File: config.mk
export PLATFORM = sky130hd
export DESIGN_NAME = bufr_align_ctrl
export DESIGN_NICKNAME = d
export VERILOG_FILES = /design/src/rtl/bufr_align_ctrl.sv
export SDC_FILE = /design/constraint.sdc
export NUM_CORES = 1
export LEC_CHECK = 0
export BUFFER_PORTS_ARGS = -buffer_cell sky130_fd_sc_hd__buf_2
export CAP_MARGIN = 20
export CORE_AREA = 4 4 116 63
export CTS_CLUSTER_DIAMETER = 50
export DETAILED_ROUTE_END_ITERATION = 10
export DIE_AREA = 0 0 120 67
export GPL_TIMING_DRIVEN = 0
export SYNTH_ARGS = -nofsm -noshare
export SYNTH_HDL_FRONTEND = slang
export SYNTH_SLANG_ARGS = --single-unit
File: constraint.sdc
create_clock -name CLK_I -period 2.75 [get_ports CLK_I]
set_input_delay 0.55 -clock CLK_I [delete_from_list [all_inputs] [get_ports CLK_I]]
set_output_delay 0.55 -clock CLK_I [all_outputs]
set_load 0.1 [all_outputs]
File: src/rtl/bufr_align_ctrl.sv
// BUFR divided-clock alignment sequencer: clears all BUFRs, re-enables their CE
// together, then checks that the divided clocks come up in phase, retrying on failure.
`timescale 1ns/1ps

module bufr_align_ctrl #(
    parameter int PORTS_ADC      = 8,
    parameter int CLR_CYCLES     = 16,
    parameter int CE_WAIT_CYCLES = 16,
    parameter int SETTLE_CYCLES  = 8,
    parameter int CHECK_CYCLES   = 64,
    parameter int MISMATCH_TOL   = 4,
    parameter int MAX_RETRY      = 4
) (
    input  logic                 CLK_I,
    input  logic                 RST_I,
    input  logic                 START_I,
    input  logic [PORTS_ADC-1:0] BUFR_CLK_SYNC_I,
    output logic [PORTS_ADC-1:0] BUFR_CE_O,
    output logic                 BUFR_CLR_O,
    output logic                 BUSY_O,
    output logic                 DONE_O,
    output logic                 FAIL_O,
    output logic [3:0]           RETRY_CNT_O
);

    localparam int MAX_A   = (CLR_CYCLES > CE_WAIT_CYCLES) ? CLR_CYCLES : CE_WAIT_CYCLES;
    localparam int MAX_B   = (SETTLE_CYCLES > CHECK_CYCLES) ? SETTLE_CYCLES : CHECK_CYCLES;
    localparam int MAX_DLY = (MAX_A > MAX_B) ? MAX_A : MAX_B;
    localparam int DLY_W   = (MAX_DLY > 1) ? $clog2(MAX_DLY) : 1;
    localparam int MIS_W   = $clog2(CHECK_CYCLES + 1);

    localparam logic [DLY_W-1:0] CLR_LOAD    = DLY_W'(CLR_CYCLES - 1);
    localparam logic [DLY_W-1:0] CE_LOAD     = DLY_W'(CE_WAIT_CYCLES - 1);
    localparam logic [DLY_W-1:0] SETTLE_LOAD = DLY_W'(SETTLE_CYCLES - 1);
    localparam logic [DLY_W-1:0] CHECK_LOAD  = DLY_W'(CHECK_CYCLES - 1);
    localparam logic [MIS_W-1:0] MIS_MAX     = '1;
    localparam logic [3:0]       LAST_RETRY  = 4'(MAX_RETRY - 1);

    typedef enum logic [2:0] {
        ST_IDLE,
        ST_CLEAR,
        ST_WAIT_CE,
        ST_ENABLE,
        ST_SETTLE,
        ST_CHECK,
        ST_DONE,
        ST_FAIL
    } state_t;

    state_t           state;
    logic [DLY_W-1:0] dly_cnt;
    logic [MIS_W-1:0] mis_cnt;
    logic             tog_flag;
    logic             prev_bit0;

    logic             sample_mis;
    logic [MIS_W-1:0] mis_next;
    logic             tog_next;
    logic             window_pass;
    logic             start_ok;
    logic             cnt_zero;

    // NOTE: every always_comb output gets a default first so no latch is inferred.
    always_comb begin
        sample_mis  = 1'b0;
        mis_next    = mis_cnt;
        tog_next    = tog_flag;
        window_pass = 1'b0;
        start_ok    = 1'b0;
        cnt_zero    = (dly_cnt == '0);

        // Ports disagree unless every divided clock shows the same level.
        sample_mis = !((BUFR_CLK_SYNC_I == '0) || (BUFR_CLK_SYNC_I == '1));
        if (sample_mis && (mis_cnt != MIS_MAX))
            mis_next = mis_cnt + 1'b1;
        tog_next    = tog_flag | (BUFR_CLK_SYNC_I[0] ^ prev_bit0);
        window_pass = (int'(mis_next) <= MISMATCH_TOL) && tog_next;
        start_ok    = START_I && ((state == ST_IDLE) || (state == ST_DONE) || (state == ST_FAIL));
    end

    // NOTE: sequential state uses non-blocking assignments only, so every register
    // samples the pre-edge values and ordering inside the block does not matter.
    always_ff @(posedge CLK_I or posedge RST_I) begin
        if (RST_I) begin
            state       <= ST_IDLE;
            dly_cnt     <= '0;
            mis_cnt     <= '0;
            tog_flag    <= 1'b0;
            prev_bit0   <= 1'b0;
            BUFR_CE_O   <= '0;
            BUFR_CLR_O  <= 1'b1;
            BUSY_O      <= 1'b0;
            DONE_O      <= 1'b0;
            FAIL_O      <= 1'b0;
            RETRY_CNT_O <= '0;
        end else begin
            prev_bit0 <= BUFR_CLK_SYNC_I[0];
            if (start_ok) begin
                state       <= ST_CLEAR;
                dly_cnt     <= CLR_LOAD;
                BUFR_CE_O   <= '0;
                BUFR_CLR_O  <= 1'b1;
                BUSY_O      <= 1'b1;
                DONE_O      <= 1'b0;
                FAIL_O      <= 1'b0;
                RETRY_CNT_O <= '0;
            end else begin
                case (state)
                    ST_CLEAR: begin
                        if (cnt_zero) begin
                            state      <= ST_WAIT_CE;
                            dly_cnt    <= CE_LOAD;
                            BUFR_CLR_O <= 1'b0;
                        end else begin
                            dly_cnt <= dly_cnt - 1'b1;
                        end
                    end
                    ST_WAIT_CE: begin
                        if (cnt_zero) begin
                            state     <= ST_ENABLE;
                            BUFR_CE_O <= '1;
                        end else begin
                            dly_cnt <= dly_cnt - 1'b1;
                        end
                    end
                    ST_ENABLE: begin
                        state   <= ST_SETTLE;
                        dly_cnt <= SETTLE_LOAD;
                    end
                    ST_SETTLE: begin
                        if (cnt_zero) begin
                            state    <= ST_CHECK;
                            dly_cnt  <= CHECK_LOAD;
                            mis_cnt  <= '0;
                            tog_flag <= 1'b0;
                        end else begin
                            dly_cnt <= dly_cnt - 1'b1;
                        end
                    end
                    ST_CHECK: begin
                        mis_cnt  <= mis_next;
                        tog_flag <= tog_next;
                        if (!cnt_zero) begin
                            dly_cnt <= dly_cnt - 1'b1;
                        end else if (window_pass) begin
                            state  <= ST_DONE;
                            BUSY_O <= 1'b0;
                            DONE_O <= 1'b1;
                        end else if (RETRY_CNT_O == LAST_RETRY) begin
                            state      <= ST_FAIL;
                            BUSY_O     <= 1'b0;
                            FAIL_O     <= 1'b1;
                            BUFR_CE_O  <= '0;
                            BUFR_CLR_O <= 1'b1;
                        end else begin
                            state       <= ST_CLEAR;
                            dly_cnt     <= CLR_LOAD;
                            RETRY_CNT_O <= RETRY_CNT_O + 4'd1;
                            BUFR_CE_O   <= '0;
                            BUFR_CLR_O  <= 1'b1;
                        end
                    end
                    default: begin
                        state <= state;
                    end
                endcase
            end
        end
    end

endmodule

==> flow_metrics.env <==
export IMPL_rsz0062_at_grt="false"
export IMPL_final_hold_viol_count=0
export IMPL_path_delay_family="compound AO/OA/AOI/OAI gates"
export IMPL_core_area_um2=6380
export IMPL_yosysWarnings=0
export IMPL_clock_sinks=27
export IMPL_async_flop_share_pct=100
export IMPL_fin_area_um2=2180
export IMPL_crit_required_ns=2.91
export IMPL_wl_per_cell_um=14.1
export IMPL_die_w_um=120
export IMPL_synth_top_area_share_pct=35.7
export IMPL_hp_class="in2async"
export IMPL_layout_drive_gt1_share_pct=23.3
export IMPL_nNetsFinal=255
export IMPL_slew_violations=0
export IMPL_ir_worst_vdd_mv=0.363
export IMPL_fmax_ghz=0.396
export IMPL_status="finished clean"
export IMPL_ys_ff_latch=27
export IMPL_synth_edf_count=0
export IMPL_skew_ns=0.00340
export IMPL_vias=1725
export IMPL_drc=0
export IMPL_crit_path_max_fanout=7
export IMPL_gp_congestion=0.848
export IMPL_io_pins=27
export IMPL_synth_largest_area_cell="dfrtp_1"
export IMPL_htree_levels=1
export IMPL_final_cell_mix="26 x buf_2, 24 x dfrtp_1, 20 x nand2_1, 19 x nor2_1, 16 x a21oi_1"
export IMPL_ant_nets=0
export IMPL_post_route_min_period_ns=2.52
export IMPL_critPathBufInv=0
export IMPL_grt_pass1_wl_um=7640
export IMPL_drt_iter0_markers=132
export IMPL_die_h_um=67
export IMPL_post_cts_setup_buffer_count=0
export IMPL_total_power_mw=2.13
export IMPL_syn_inst=210
export IMPL_seq_area_frac_synth_pct=37.1
export IMPL_firstDrtPassIters=4
export IMPL_wirelength_um=4690
export IMPL_crit_chain="ha_1, nand3_1, o311ai_1, nor2_1, mux2_2, a22o_1"
export IMPL_gr_usage_all_layers_pct=11.9
export IMPL_clk_latency_ns=0.26
export IMPL_ctsRootBufferMaster="clkbuf_16"
export IMPL_cap_violations=0
export IMPL_slowest_stage="o311ai_1"
export IMPL_worst_slack_ns=0.227
export IMPL_cts_tree="done"
export IMPL_yosys_top_cells_area="dfrtp_1 36%, a21oi_1 4.4%, nand2_1 4.1%"
export IMPL_rows=21
export IMPL_path_clk_slew_ns=0.07
export IMPL_worst_pin_slew_ns=0.880
export IMPL_ys_flop_type="dfrtp_1"
export IMPL_syn_area_um2=1820
export IMPL_finalSetupViolations=0
export IMPL_layout_commonest_cell="buf_2"
export IMPL_vias_per_cell=5.20
export IMPL_grt_max_degree=16
export IMPL_path_class="reg2reg"
export IMPL_critPathLaunchType="flop"
export IMPL_arrival_ns=2.68
export IMPL_grt_overflow=0
export IMPL_finalCritPeriodShare_pct=91.7
export IMPL_dp_slack_ns=-0.0588
export IMPL_leakage_nw=0.947
export IMPL_antenna_found_initial=0
export IMPL_cp_end_kind="flop"
export IMPL_dp_hpwl_um=3540
export IMPL_fillers=668
export IMPL_area_growth_pct=19.6
export IMPL_synth_cell_types=55
export IMPL_slew_headroom_pct=40.4
export IMPL_dieArea_um2=8040
export IMPL_port_buffers=25
export IMPL_syn_area_per_cell_um2=8.68
export IMPL_antenna_cells=0
export IMPL_start_util_pct=28.6
export IMPL_finalNonFillerCells=332
export IMPL_holdWs_ns=0.340
export IMPL_grt_pass1_vias=1462
export IMPL_dp_cells=328
export IMPL_pwr_density_cell_nw_per_um2=977
export IMPL_cts_buffers=3
export IMPL_cts_buffer_depth=2
export IMPL_syn_num_nets=224
export IMPL_max_stage_delay_ns=0.81
export IMPL_place_area_um2=2090
## through the flow
stage | TNS, ns | util [%]
3_3_place_gp | -0.151 | 32.4
6_report | 0 | 34.1
2_1_floorplan | 0 | -
4_1_cts | 0 | 34.0
5_1_grt | 0 | 34.1
3_5_place_dp | -0.206 | 32.8
## kinds of logic (layout without fill, tap and decap cells)
| family | after synthesis | after routing | synth area share [%] |
|---|---|---|---|
| simple gates | 76 | 76 | 21.6 |
| compound gates | 67 | 67 | 25.8 |
| flops | 27 | 27 | 37.1 |
| buf+inv | 27 | 57 | 7.69 |
| mux | 8 | 8 | 4.80 |
| fa+ha+maj | 3 | 3 | 2.06 |
| xor+xnor | 2 | 2 | 0.961 |
## worst register-to-register path, delay by kind of cell, from the launching register on
| family | cells | cell delay [ns] |
|---|---|---|
| AOI/OAI and AO/OA | 2 | 1.03 |
| adders and majority gates | 1 | 0.28 |
| DFF | 1 | 0.44 |
| muxes | 1 | 0.31 |
| and+or+nand+nor | 2 | 0.36 |
## cells in the mapped netlist (all sizes together), types with 5 or more instances
cell type	number
a21oi	16
nand3	6
o21ai	14
inv	10
buf	11
o31ai	5
clkbuf	6
dfrtp	26
nor2	20
o211ai	5
mux2	6
nor3	6
a22o	6
nand2	20
## flip-flops by register name, summed over array words and instances (netlist names)
| name | count |
|---|---|
| state | 3 |
| tog_flag | 1 |
| mis_cnt | 7 |
| DONE_O | 1 |
| BUFR_CE_O | 1 |
| prev_bit0 | 1 |
| RETRY_CNT_O | 4 |
| FAIL_O | 1 |
| dly_cnt | 6 |
| BUFR_CLR_O | 1 |
| BUSY_O | 1 |
## per-layer routing
metal	track usage (%)	up-vias	share of wire, %
met3	2.80	0	6.0
met2	15.9	49	37
met5	0	-	0
met1	19.4	836	57
met4	0.428	0	0
li1	-	840	-
## where the power goes
group          total, mW  switching [mW]  internal [mW]  leakage [nW]
combinational       1.13           0.705          0.425         0.585
clock              0.343           0.144          0.199        0.0382
sequential         0.657           0.135          0.522         0.324
total               2.13           0.984           1.15         0.947
## repair_timing
item / 4_1_cts / 5_1_grt
gates resized for setup: 0 / 1
hold buffers: 0 / 0
setup endpoints to repair: 0 / 5
## cell type report
type | count | area, um^2 | area share, %
multi-input cells | 156 | 1010 | 46.5
clock buffers | 4 | 78.8 | 3.62
flip-flops and latches | 27 | 679 | 31.2
well taps | 92 | 115 | 5.28
plain buffers | 17 | 103 | 4.71
repair buffers | 26 | 153 | 7.00
inverters | 10 | 37.5 | 1.72
## path summary, 6_finish.rpt
| check | startpoint | to | slack (ns) | depth (start not counted) |
|---|---|---|---|---|
| max | mis_cnt[1]$_DFFE_PP0P_ | mis_cnt[0]$_DFFE_PP0P_ | 0.23 | 6 |
| min | RST_I | mis_cnt[1]$_DFFE_PP0P_ | 0.34 | 2 |
| max reg2reg | mis_cnt[1]$_DFFE_PP0P_ | mis_cnt[0]$_DFFE_PP0P_ | 0.23 | 6 |
| min reg2reg | FAIL_O$_DFFE_PP0P_ | FAIL_O$_DFFE_PP0P_ | 0.49 | 1 |
| max in group asynchronous | RST_I | BUFR_CLR_O$_DFFE_PP1P_ | 1.84 | 3 |
| min in group CLK_I | BUFR_CLK_SYNC_I[0] | prev_bit0$_DFF_PP0_ | 0.45 | 1 |
Power figures use the tool's default switching activity.
